===== src/rtl/in_out_mem_arbiter_pkg.sv =====
// Shared types for the two-requester single-port memory arbiter.
// Defines the memory geometry, the request record and the arbiter FSM and owner encodings.
package in_out_mem_arbiter_pkg;

  localparam int unsigned MEM_DEPTH = 32;
  localparam int unsigned ADDR_W    = $clog2(MEM_DEPTH);
  localparam int unsigned DATA_W    = 7;

  typedef logic [ADDR_W-1:0] bSizeT;
  typedef logic [DATA_W-1:0] dSt;

  typedef enum logic [1:0] {
    IDLE    = 2'd0,
    ISSUE   = 2'd1,
    CAPTURE = 2'd2,
    RESP    = 2'd3
  } memArbStateT;

  typedef enum logic {
    REQ_A = 1'b0,
    REQ_B = 1'b1
  } reqIdT;

  typedef struct packed {
    bSizeT index;
    logic  write;
    dSt    wdata;
  } memReqSt;

  function automatic logic [1:0] id_onehot(input reqIdT id);
    return (id == REQ_B) ? 2'b10 : 2'b01;
  endfunction

endpackage


===== src/rtl/in_out_mem_arbiter_if.sv =====
// Bundle of both requester channels plus the memory port of the arbiter.
// The slave modport is the arbiter side; master is the requester/memory side.
interface in_out_mem_arbiter_if;
  import in_out_mem_arbiter_pkg::*;

  logic  reqA_valid;
  logic  reqA_ready;
  bSizeT reqA_index;
  logic  reqA_write;
  dSt    reqA_wdata;
  logic  rspA_valid;
  logic  rspA_ready;
  dSt    rspA_rdata;

  logic  reqB_valid;
  logic  reqB_ready;
  bSizeT reqB_index;
  logic  reqB_write;
  dSt    reqB_wdata;
  logic  rspB_valid;
  logic  rspB_ready;
  dSt    rspB_rdata;

  logic  mem_en;
  logic  mem_we;
  bSizeT mem_addr;
  dSt    mem_wdata;
  dSt    mem_rdata;

  modport slave (
    input  reqA_valid, reqA_index, reqA_write, reqA_wdata, rspA_ready,
    input  reqB_valid, reqB_index, reqB_write, reqB_wdata, rspB_ready,
    output reqA_ready, rspA_valid, rspA_rdata,
    output reqB_ready, rspB_valid, rspB_rdata,
    output mem_en, mem_we, mem_addr, mem_wdata,
    input  mem_rdata
  );

  modport master (
    output reqA_valid, reqA_index, reqA_write, reqA_wdata, rspA_ready,
    output reqB_valid, reqB_index, reqB_write, reqB_wdata, rspB_ready,
    input  reqA_ready, rspA_valid, rspA_rdata,
    input  reqB_ready, rspB_valid, rspB_rdata,
    input  mem_en, mem_we, mem_addr, mem_wdata,
    output mem_rdata
  );

endinterface


===== src/rtl/in_out_mem_arbiter_rr_arb.sv =====
// Two-input arbiter: round-robin when enabled, otherwise fixed priority to input 0.
// Grant is combinational from valid; the last-grant memory moves only on accept.
module in_out_rr_arb
  import in_out_mem_arbiter_pkg::*;
(
  input  logic       clk,
  input  logic       rst_n,
  input  logic [1:0] valid,
  input  logic       enable,
  input  logic       accept,
  output logic [1:0] grant
);

  reqIdT last_grant;

  always_comb begin
    grant = valid;
    // Ties go to whoever was not served last; without round-robin A always wins.
    if (valid == 2'b11) begin
      if (enable && (last_grant == REQ_A)) grant = id_onehot(REQ_B);
      else                                 grant = id_onehot(REQ_A);
    end
  end

  always_ff @(posedge clk or negedge rst_n) begin
    if (!rst_n)      last_grant <= REQ_B;
    else if (accept) last_grant <= grant[1] ? REQ_B : REQ_A;
  end

endmodule


===== src/rtl/in_out_mem_arbiter.sv =====
// Shares one single-port memory between requesters A and B, one access in flight,
// one-cycle read latency, response held until the owner accepts it.
module in_out_mem_arbiter
  import in_out_mem_arbiter_pkg::*;
#(
  parameter bit RR_ENABLE = 1'b1
) (
  input logic                  clk,
  input logic                  rst_n,
  in_out_mem_arbiter_if.slave  bus
);

  memArbStateT state;
  reqIdT       owner;
  logic        write_q;
  logic [1:0]  req_valid;
  logic [1:0]  grant;
  logic [1:0]  req_ready;
  logic        accept;
  memReqSt     win_req;

  assign req_valid = {bus.reqB_valid, bus.reqA_valid};

  in_out_rr_arb u_arb (
    .clk    (clk),
    .rst_n  (rst_n),
    .valid  (req_valid),
    .enable (RR_ENABLE),
    .accept (accept),
    .grant  (grant)
  );

  assign req_ready      = (state == IDLE) ? grant : 2'b00;
  assign accept         = |req_ready;
  assign bus.reqA_ready = req_ready[0];
  assign bus.reqB_ready = req_ready[1];

  always_comb begin
    win_req = '{index: bus.reqA_index, write: bus.reqA_write, wdata: bus.reqA_wdata};
    if (grant[1]) win_req = '{index: bus.reqB_index, write: bus.reqB_write, wdata: bus.reqB_wdata};
  end

  always_ff @(posedge clk or negedge rst_n) begin
    if (!rst_n) begin
      state          <= IDLE;
      owner          <= REQ_A;
      write_q        <= 1'b0;
      bus.mem_en     <= 1'b0;
      bus.mem_we     <= 1'b0;
      bus.mem_addr   <= '0;
      bus.mem_wdata  <= '0;
      bus.rspA_valid <= 1'b0;
      bus.rspB_valid <= 1'b0;
      bus.rspA_rdata <= '0;
      bus.rspB_rdata <= '0;
    end else begin
      unique case (state)
        IDLE: begin
          // The memory strobe is launched on the accept edge so it is registered in ISSUE.
          if (accept) begin
            owner         <= grant[1] ? REQ_B : REQ_A;
            write_q       <= win_req.write;
            bus.mem_en    <= 1'b1;
            bus.mem_we    <= win_req.write;
            bus.mem_addr  <= win_req.index;
            bus.mem_wdata <= win_req.wdata;
            state         <= ISSUE;
          end
        end
        ISSUE: begin
          bus.mem_en    <= 1'b0;
          bus.mem_we    <= 1'b0;
          bus.mem_addr  <= '0;
          bus.mem_wdata <= '0;
          state         <= CAPTURE;
        end
        CAPTURE: begin
          if (owner == REQ_A) begin
            bus.rspA_valid <= 1'b1;
            bus.rspA_rdata <= write_q ? '0 : bus.mem_rdata;
          end else begin
            bus.rspB_valid <= 1'b1;
            bus.rspB_rdata <= write_q ? '0 : bus.mem_rdata;
          end
          state <= RESP;
        end
        RESP: begin
          if (((owner == REQ_A) && bus.rspA_ready) || ((owner == REQ_B) && bus.rspB_ready)) begin
            bus.rspA_valid <= 1'b0;
            bus.rspB_valid <= 1'b0;
            bus.rspA_rdata <= '0;
            bus.rspB_rdata <= '0;
            state          <= IDLE;
          end
        end
        default: state <= IDLE;
      endcase
    end
  end

endmodule


===== src/flat_wrapper.sv =====
// flat-port wrapper written by rule: the top's interface ports become plain ports
module in_out_mem_arbiter_flat import in_out_mem_arbiter_pkg::*;
#(
  parameter bit RR_ENABLE = 1'b1
)
  (clk, rst_n, bus_reqA_valid, bus_reqA_index, bus_reqA_write, bus_reqA_wdata, bus_rspA_ready, bus_reqB_valid, bus_reqB_index, bus_reqB_write, bus_reqB_wdata, bus_rspB_ready, bus_reqA_ready, bus_rspA_valid, bus_rspA_rdata, bus_reqB_ready, bus_rspB_valid, bus_rspB_rdata, bus_mem_en, bus_mem_we, bus_mem_addr, bus_mem_wdata, bus_mem_rdata);
  in_out_mem_arbiter_if bus_i ();
  input logic clk;
  input logic rst_n;
  input wire logic [$bits(bus_i.reqA_valid)-1:0] bus_reqA_valid;
  input wire logic [$bits(bus_i.reqA_index)-1:0] bus_reqA_index;
  input wire logic [$bits(bus_i.reqA_write)-1:0] bus_reqA_write;
  input wire logic [$bits(bus_i.reqA_wdata)-1:0] bus_reqA_wdata;
  input wire logic [$bits(bus_i.rspA_ready)-1:0] bus_rspA_ready;
  input wire logic [$bits(bus_i.reqB_valid)-1:0] bus_reqB_valid;
  input wire logic [$bits(bus_i.reqB_index)-1:0] bus_reqB_index;
  input wire logic [$bits(bus_i.reqB_write)-1:0] bus_reqB_write;
  input wire logic [$bits(bus_i.reqB_wdata)-1:0] bus_reqB_wdata;
  input wire logic [$bits(bus_i.rspB_ready)-1:0] bus_rspB_ready;
  output wire logic [$bits(bus_i.reqA_ready)-1:0] bus_reqA_ready;
  output wire logic [$bits(bus_i.rspA_valid)-1:0] bus_rspA_valid;
  output wire logic [$bits(bus_i.rspA_rdata)-1:0] bus_rspA_rdata;
  output wire logic [$bits(bus_i.reqB_ready)-1:0] bus_reqB_ready;
  output wire logic [$bits(bus_i.rspB_valid)-1:0] bus_rspB_valid;
  output wire logic [$bits(bus_i.rspB_rdata)-1:0] bus_rspB_rdata;
  output wire logic [$bits(bus_i.mem_en)-1:0] bus_mem_en;
  output wire logic [$bits(bus_i.mem_we)-1:0] bus_mem_we;
  output wire logic [$bits(bus_i.mem_addr)-1:0] bus_mem_addr;
  output wire logic [$bits(bus_i.mem_wdata)-1:0] bus_mem_wdata;
  input wire logic [$bits(bus_i.mem_rdata)-1:0] bus_mem_rdata;
  assign bus_i.reqA_valid = bus_reqA_valid;
  assign bus_i.reqA_index = bus_reqA_index;
  assign bus_i.reqA_write = bus_reqA_write;
  assign bus_i.reqA_wdata = bus_reqA_wdata;
  assign bus_i.rspA_ready = bus_rspA_ready;
  assign bus_i.reqB_valid = bus_reqB_valid;
  assign bus_i.reqB_index = bus_reqB_index;
  assign bus_i.reqB_write = bus_reqB_write;
  assign bus_i.reqB_wdata = bus_reqB_wdata;
  assign bus_i.rspB_ready = bus_rspB_ready;
  assign bus_reqA_ready = bus_i.reqA_ready;
  assign bus_rspA_valid = bus_i.rspA_valid;
  assign bus_rspA_rdata = bus_i.rspA_rdata;
  assign bus_reqB_ready = bus_i.reqB_ready;
  assign bus_rspB_valid = bus_i.rspB_valid;
  assign bus_rspB_rdata = bus_i.rspB_rdata;
  assign bus_mem_en = bus_i.mem_en;
  assign bus_mem_we = bus_i.mem_we;
  assign bus_mem_addr = bus_i.mem_addr;
  assign bus_mem_wdata = bus_i.mem_wdata;
  assign bus_i.mem_rdata = bus_mem_rdata;
  in_out_mem_arbiter #(.RR_ENABLE(RR_ENABLE)) u_core (.clk(clk), .rst_n(rst_n), .bus(bus_i));
endmodule

===== config.mk =====
export PLATFORM = sky130hd
export DESIGN_NAME = in_out_mem_arbiter_flat
export DESIGN_NICKNAME = d
export VERILOG_FILES = /design/src/rtl/in_out_mem_arbiter_pkg.sv /design/src/rtl/in_out_mem_arbiter_if.sv /design/src/rtl/in_out_mem_arbiter_rr_arb.sv /design/src/rtl/in_out_mem_arbiter.sv /design/src/flat_wrapper.sv
export SDC_FILE = /design/constraint.sdc
export NUM_CORES = 1
export LEC_CHECK = 0
export ABC_AREA = 1
export CORE_MARGIN = 2
export CORE_UTILIZATION = 34
export DETAILED_ROUTE_END_ITERATION = 12
export GPL_ROUTABILITY_DRIVEN = 1
export PLACE_DENSITY = 0.67
export SETUP_SLACK_MARGIN = 0.4
export SYNTH_ARGS = -nofsm -noshare
export SYNTH_HDL_FRONTEND = slang
export SYNTH_HIERARCHICAL = 1
export SYNTH_SLANG_ARGS = --single-unit
export TNS_END_PERCENT = 5

===== constraint.sdc =====
create_clock -name clk -period 1.61 [get_ports clk]
set_clock_uncertainty 0.2 [all_clocks]
set_input_delay 0.161 -clock clk [delete_from_list [all_inputs] [get_ports clk]]
set_output_delay 0.161 -clock clk [all_outputs]
set_load 0.01 [all_outputs]

==> results of run 1 <==
## cells in the mapped netlist, drive strengths merged
| cell type | instances |
|---|---|
| conb | 1 |
| nand2 | 117 |
| inv | 13 |
| buf | 8 |
| dfstp | 1 |
| ha | 5 |
| dfrtp | 34 |
| clkbuf | 1 |
| nand3 | 46 |
| nor2 | 7 |
| a31oi | 1 |
| o21ai | 2 |
| or2 | 3 |
## logic make-up (layout without fill, tap and decap cells)
| family | Yosys count | count (layout) | synth area share [%] |
|---|---|---|---|
| compound gates | 3 | 3 | 0.891 |
| fa+ha+maj | 5 | 5 | 3.43 |
| simple gates | 173 | 173 | 41.1 |
| flops | 35 | 35 | 48.0 |
| buf+inv | 22 | 109 | 6.37 |
| other cells | 1 | 2 | 0.205 |
## registers in the layout (all words and copies together), names as in the netlist
name and flops:
u_core/bus.mem_we 1, u_core/bus.rspB_valid 1, u_core/bus.mem_wdata 7, u_core/bus.mem_addr 5
u_core/bus.rspA_rdata 7, u_core/bus.rspB_rdata 7, u_core/write_q 1, u_core/owner 1
u_core/bus.mem_en 1, u_core/state 2, u_core/u_arb/last_grant 1, u_core/bus.rspA_valid 1
## layer usage
metal | up-vias | routed length (µm) | track usage [%]
met1 | 800 | 2280 | 23.6
met5 | - | 0 | 0
met4 | 0 | 120 | 8.39
met2 | 47 | 2360 | 26.6
li1 | 927 | - | -
met3 | 11 | 189 | 3.41
## repair_timing
item	CTS	global route
hold buffers	0	0
setup buffers	1	0
cloned	1	0
endpoints found under the setup margin	67	46
gates resized for setup	144	23
pin swaps	10	24
## per-stage QoR
| stage | TNS, ns | hold WS (ns) | std cells | util (%) |
|---|---|---|---|---|
| 6_report | -0.221 | 0.0314 | 397 | 55.0 |
| 5_1_grt | -2.27 | 0.0493 | 397 | 55.0 |
| 4_1_cts | -0.894 | 0.0432 | 397 | 53.1 |
| 3_5_place_dp | -4.10 | 0.257 | 387 | 52.5 |
| 3_3_place_gp | -3.55 | 0.259 | 387 | 52.5 |
| 2_1_floorplan | 0 | -0.335 | 240 | - |
## how the worst min path moves through the flow
stage,start,to,slack [ns]
2_1_floorplan,rst_n,u_core/bus.mem_addr[0],-0.33
3_3_place_gp,u_core/bus.rspA_rdata[2],u_core/bus.rspA_rdata[2],0.26
3_5_place_dp,u_core/bus.rspA_rdata[5],u_core/bus.rspA_rdata[5],0.26
4_1_cts,rst_n,u_core/bus.mem_wdata[6],0.04
5_1_grt,rst_n,u_core/bus.mem_wdata[4],0.05
6_report,rst_n,u_core/bus.mem_wdata[6],0.03
## cell type report
cell class              count  area, µm²
clock buffers               6       82.6
clock inverters             2       35.0
fillers                   515       2310
flip-flops and latches     35        877
repair buffers             88        753
inverters                  13       53.8
multi-input cells         183        937
well taps                  70       87.6
## power groups by stage
stage	clock, W	combinational, W	sequential [W]
floorplan	0	0.00135	0.00155
global placement	0	0.00261	0.00142
detailed placement	0	0.00262	0.00142
CTS	0.000834	0.00255	0.00140
global route	0.000877	0.00304	0.00146
finish	0.000821	0.00273	0.00141
==> results.txt, run 1 <==
The final worst setup slack is -0.0377 ns. The fraction of final layout cells with drive strength greater than 1 came out at 27.2%. CTS root buffer: clkbuf_8. In this run the worst setup path terminates at u_core/bus.mem_wdata[0].

In this run, the clock network consumes 16.5% of the power. The flow ran to the end, but the final reports show violations. After layout, the minimum clock period comes to 1.65 ns. Average via count per standard cell: 4.50. The wire-length estimate of the detail-placed layout is 3.48 mm. The tools report the sort of element at the start of the critical path as a register. The total area inside the core boundary comes to 0.00514 mm².

The initial standard-cell utilization of the core is 35.5%. The run gives 26 as the number of core rows. For this run, the detailed router's first-pass iteration total came to 4.

The beginning of the critical path is u_core/u_arb/last_grant. Kind of end point of the critical path: a register. The maximum fanout along the worst path was 8; the first-pass GRT wire length was 8.27 mm.

Sum of buffers and inverters on the critical path: 4. The overall routing resource usage is 17.4%, and the number of distinct standard cells referenced by the synthesized netlist is 20. For this design, the sink count on the clock tree is 35. The tool flagged a number of max-cap violations equal to 0. The arrival time at the worst endpoint is 1.68 ns, and the synthesized flop and latch total is 35.

The design draws 0.00496 W. After routing the design area is 0.00283 mm². CTS built an H-tree with a depth of 2. The signal on the critical path passes through inv_2 > a31oi_1 > nand2_1 > buf_6 > buf_6 > nand2_8 > buf_8 > nand3_2 > nand2_1. Setup violations remaining at the end of the flow were counted as 14. Leaving out fill and tap cells, the most frequent cell in the layout is nand2_1. The worst register-to-register path has a depth of 9. Per report_power, the sequential group accounts for 28.3% of the total. In the layout the commonest cells are 107 x nand2_1, 38 x clkdlybuf4s50_1, 37 x nand3_1.

Summing all placed instances gives a cell area of 0.00270 mm². The floorplan step defined a die boundary enclosing 0.00597 mm². By area the synthesized netlist is led by dfrtp_1 47%, nand2_1 23%, nand3_1 12%. The sequential element share of the synthesized area was 48.0%; the routed wirelength normalized by instance count was 12.5 µm.

The die extent in x was 77.3 µm. IR analysis of the VDD net gives a maximum drop of 955 µV. In this run switching power makes up 41.5% of total power. Once detail routing completed, the nets flagged for antenna violations numbered 0. In this design, the largest share of critical-path delay is due to flip-flops.

The worst-skew pair later-pin latency is 0.29 ns, and the total routed wirelength is 4.95 mm. The maximum achievable frequency came out at 0.607 GHz. The number of clock buffers added by TritonCTS is 5. The number of antenna violations at the first check in global routing was 0; the Yosys warning count was 6. Setup repair after global routing could not meet its margin everywhere. Power spread over the standard cell area amounts to 1750 mW/mm². Summed over all instances, the cell type with the most area after synthesis is dfrtp_1. The critical path depth was 9; the leakage power was 1.53 nW. After the first detailed-routing iteration, the DRC count stood at 82. The count of buffers added on input and output ports is 70. The number of antenna diodes in the final layout is 0. For this run, the slowest stage of the critical path takes 0.52 ns. DRC violation count after routing: 0.

The last weighted congestion value of the routability-driven placer came out at 0.801. The layout net count is 370, and the required time of the critical path is 1.64 ns. The run gives -0.241 ns as the pre-CTS setup slack. After clock tree synthesis, the clock-pin slew on the worst setup and hold paths is 0.07 ns. The mapped netlist covers 0.00183 mm². Kind of path behind the tightest hold check: in -> async. Synthesis produced a netlist whose cell count is 239. The final reports fail on negative setup slack. Classification of the worst setup path: reg -> reg. The number of global-route vias before repair was 1774.

The leftover overflow at the end of global routing was 0. The terminus of the critical flop-to-flop path is u_core/bus.mem_wdata[0]. The final cycle utilization of the critical path came out at 102%. After synthesis, the mean cell area works out to 7.64 µm².

No sink is reached through more buffers than the 2 on the longest clock path. The internal portion of the total power is 0.00290 W. The power dissipated by switching net loads was 0.00206 W. In this run, the combinational gates consume 55.1% of the power.

The startpoint identified for the worst register-to-register timing path is u_core/u_arb/last_grant. For flop-to-flop paths, the worst setup slack is -0.04 ns. The tools report the final hold violation count as 0.

Of the post-synthesis cell area, the dominant cell type holds 46.6%. TritonCTS built the clock tree. The slowest stage of the critical path is the dfstp_2 cell. Entering global routing, the biggest net connects 36 pins.

The logs give 71 for the I/O pin total and 1785 for the via count. The post-synthesis to final-layout area growth is 54.8%, and the number of max-slew violations in the final report is 0. The vertical extent of the die is 77.3 µm.
(Power assumes the default switching activity.)
==> inputs of run 2 (changes only) <==
Settings changed: MAX_ROUTING_LAYER from default to met4.
==> results.txt, run 2 (same netlist as run 1, synthesis figures left out) <==
Classification of the worst setup path: reg -> reg. Area of the core: 0.00514 mm² (unchanged). The largest registers in the layout are u_core/bus.mem_wdata (7), u_core/bus.rspA_rdata (7), u_core/bus.rspB_rdata (7). The total power per unit cell area is 1760 mW/mm² (about the same). The library cells used most frequently in the layout, excluding fill and tap cells, are 107 x nand2_1, 38 x clkdlybuf4s50_1, 37 x nand3_1. The maximum fanout along the worst path is 8 (unchanged). The final worst setup slack is -0.0373 ns (+0.000405 ns). The vertical extent of the die is 77.3 µm (unchanged).

The arrival time at the worst endpoint came out at 1.68 ns (about the same). The clock sink total is 35 (unchanged), and the depth of the worst register-to-register path is 9 (unchanged). The fraction of final layout cells with drive strength greater than 1 was 27.2% (unchanged); the count of port buffers added during placement was 70 (unchanged). The final cycle utilization of the critical path is 102% (about the same).

Number of antenna violations at the first check in global routing: 0 (unchanged). The run gives 2 (unchanged) as the buffer levels on the longest clock path. The run gives 5 (unchanged) as the CTS buffer count.

The tools report the total inserted antenna cells as 0 (unchanged). The run gives 0 (unchanged) as the count of antenna-violating nets left after detailed routing. The leftover overflow at the end of global routing is 0 (unchanged). Setup repair after global routing could not meet its margin everywhere.

Leaving out fill and tap cells, the most frequent cell in the layout is nand2_1. The number of core rows is 26 (unchanged). The flow ran to the end, but the final reports show violations. The logs give 4.96 mm (+0.10%) for the total routed wirelength and 0.29 ns (about the same) for the worst-skew pair later-pin latency. The logs give 387 (unchanged) for the instance count after placement with tap cells included and 0.812 (+1.4%) for the last weighted congestion value of the routability-driven placer. The tools report the post-detailed-placement half-perimeter wirelength as 3.48 mm (unchanged). The average via count per standard cell was 4.50 (unchanged); the final hold violation count was 0 (unchanged). The final-report setup violation count came out at 14 (unchanged).

STA classifies the critical path startpoint as a register. The number of global-route vias before repair is 1779 (+0.28%), and the worst IR drop on VDD is 954 µV (-0.19%). The tools report the max-cap check violation count as 0 (unchanged). The I/O pin total was 71 (unchanged); the DRC violation count after routing was 0 (unchanged). The tools report the initial standard-cell utilization of the core as 35.5% (unchanged). The first-pass GRT wire length is 8.27 mm (unchanged). The maximum number of pins on one net before global-route repair was 36 (unchanged); the number of non-filler instances in the completed layout was 397 (unchanged).

The post-synthesis to final-layout area growth is 54.8% (unchanged), and the leakage power is 1.53 nW (unchanged). The worst hold path belongs to the class in -> async. The fraction of the core area covered by cells at the end of the flow is 55.0% (unchanged), and the die extent in x is 77.3 µm (unchanged).

The first-pass detailed-route iteration total came out at 4 (unchanged). The tools report the via count as 1785 (unchanged). Time the worst path needs with I/O delays and setup: 1.65 ns (-0.000405 ns). STA classifies the critical path endpoint as a register. The layout net count is 370 (unchanged), and the die footprint is 0.00597 mm² (unchanged). The clock-pin transition on the worst setup and hold timing paths was 0.07 ns (about the same). TritonCTS built the clock tree.

The overall routing resource usage came out at 17.9% (+0.49 points). The number of design-rule violations left by the first detailed-router iteration was 85 (+3.7%). The tools report the maximum achievable frequency as 0.607 GHz (about the same). The pre-CTS setup slack was -0.241 ns (unchanged); the number of H-tree levels was 2 (unchanged). The required time of the critical path came out at 1.64 ns (about the same). The tools report the CTS root buffer as clkbuf_8. The routed wirelength normalized by instance count came out at 12.5 µm (+0.10%). The logs give 0 (unchanged) for the number of max-slew violations in the final report and 0 (unchanged) for the count of hold buffers inserted by post-cts repair. The checks that failed: negative setup slack.
[run 2: cell counts in the layout (fill, tap and decap cells not counted)]
No cell type changed its count.
[run 2: cell type report]
class	instances	area [µm²]
multi-input cells	183	937
clock buffers	6	82.6
inverters	13	53.8
well taps	70	87.6
flip-flops and latches	35	877
fillers	515	2310
repair buffers	88	753
clock inverters	2	35.0
[run 2: worst max-delay path, cell delays in order, from the launching register on]
cell	delay, ns
dfrtp_1	0.39
inv_2	0.07
ha_2	0.23
nand2_1	0.10
buf_6	0.12
buf_6	0.12
nand2_8	0.08
buf_8	0.14
nand3_2	0.06
nand2_1	0.07
[run 2: stage by stage]
step / setup TNS, ns / area [µm²] / hold slack, ns / power, W
6_report: -0.224 / 2830 / 0.0278 / 0.00496
5_1_grt: -2.27 / 2830 / 0.0493 / 0.00538
3_3_place_gp: -3.55 / 2700 / 0.259 / 0.00403
4_1_cts: -0.894 / 2730 / 0.0432 / 0.00478
2_1_floorplan: 0 / 1830 / -0.335 / 0.00290
3_5_place_dp: -4.10 / 2700 / 0.257 / 0.00405
[run 2: final timing paths]
check / start / end / slack (ns)
max: u_core/state[0] / u_core/bus.mem_wdata[0] / -0.04
min: rst_n / u_core/bus.mem_wdata[6] / 0.03
max reg2reg: u_core/state[0] / u_core/bus.mem_wdata[0] / -0.04
min reg2reg: u_core/bus.rspA_rdata[5] / u_core/bus.rspA_rdata[5] / 0.27
max in group asynchronous: rst_n / u_core/u_arb/last_grant / 0.94
min in group clk: u_core/bus.rspA_rdata[5] / u_core/bus.rspA_rdata[5] / 0.27
[run 2: timing repair]
action | in CTS | in global routing
gates resized for setup | 144 | 23
setup buffers | 1 | 0
pin swaps | 10 | 24
setup endpoints to repair | 67 | 46
gates cloned | 1 | 0
[run 2: power breakdown]
| group | internal (W) | switching (W) | leakage, nW |
|---|---|---|---|
| clock network | 0.000501 | 0.000324 | 0.0612 |
| registers | 0.00124 | 0.000170 | 0.448 |
| logic | 0.00116 | 0.00157 | 1.02 |
| total | 0.00290 | 0.00206 | 1.53 |
[run 2: layer usage]
metal / up-vias / share of wire, % / GRT usage, %
met4: 0 / 2.7 / 8.39
met3: 14 / 3.4 / 3.41
met2: 39 / 48 / 26.6
li1: 928 / - / -
met1: 804 / 46 / 23.6
met5: - / 0 / -
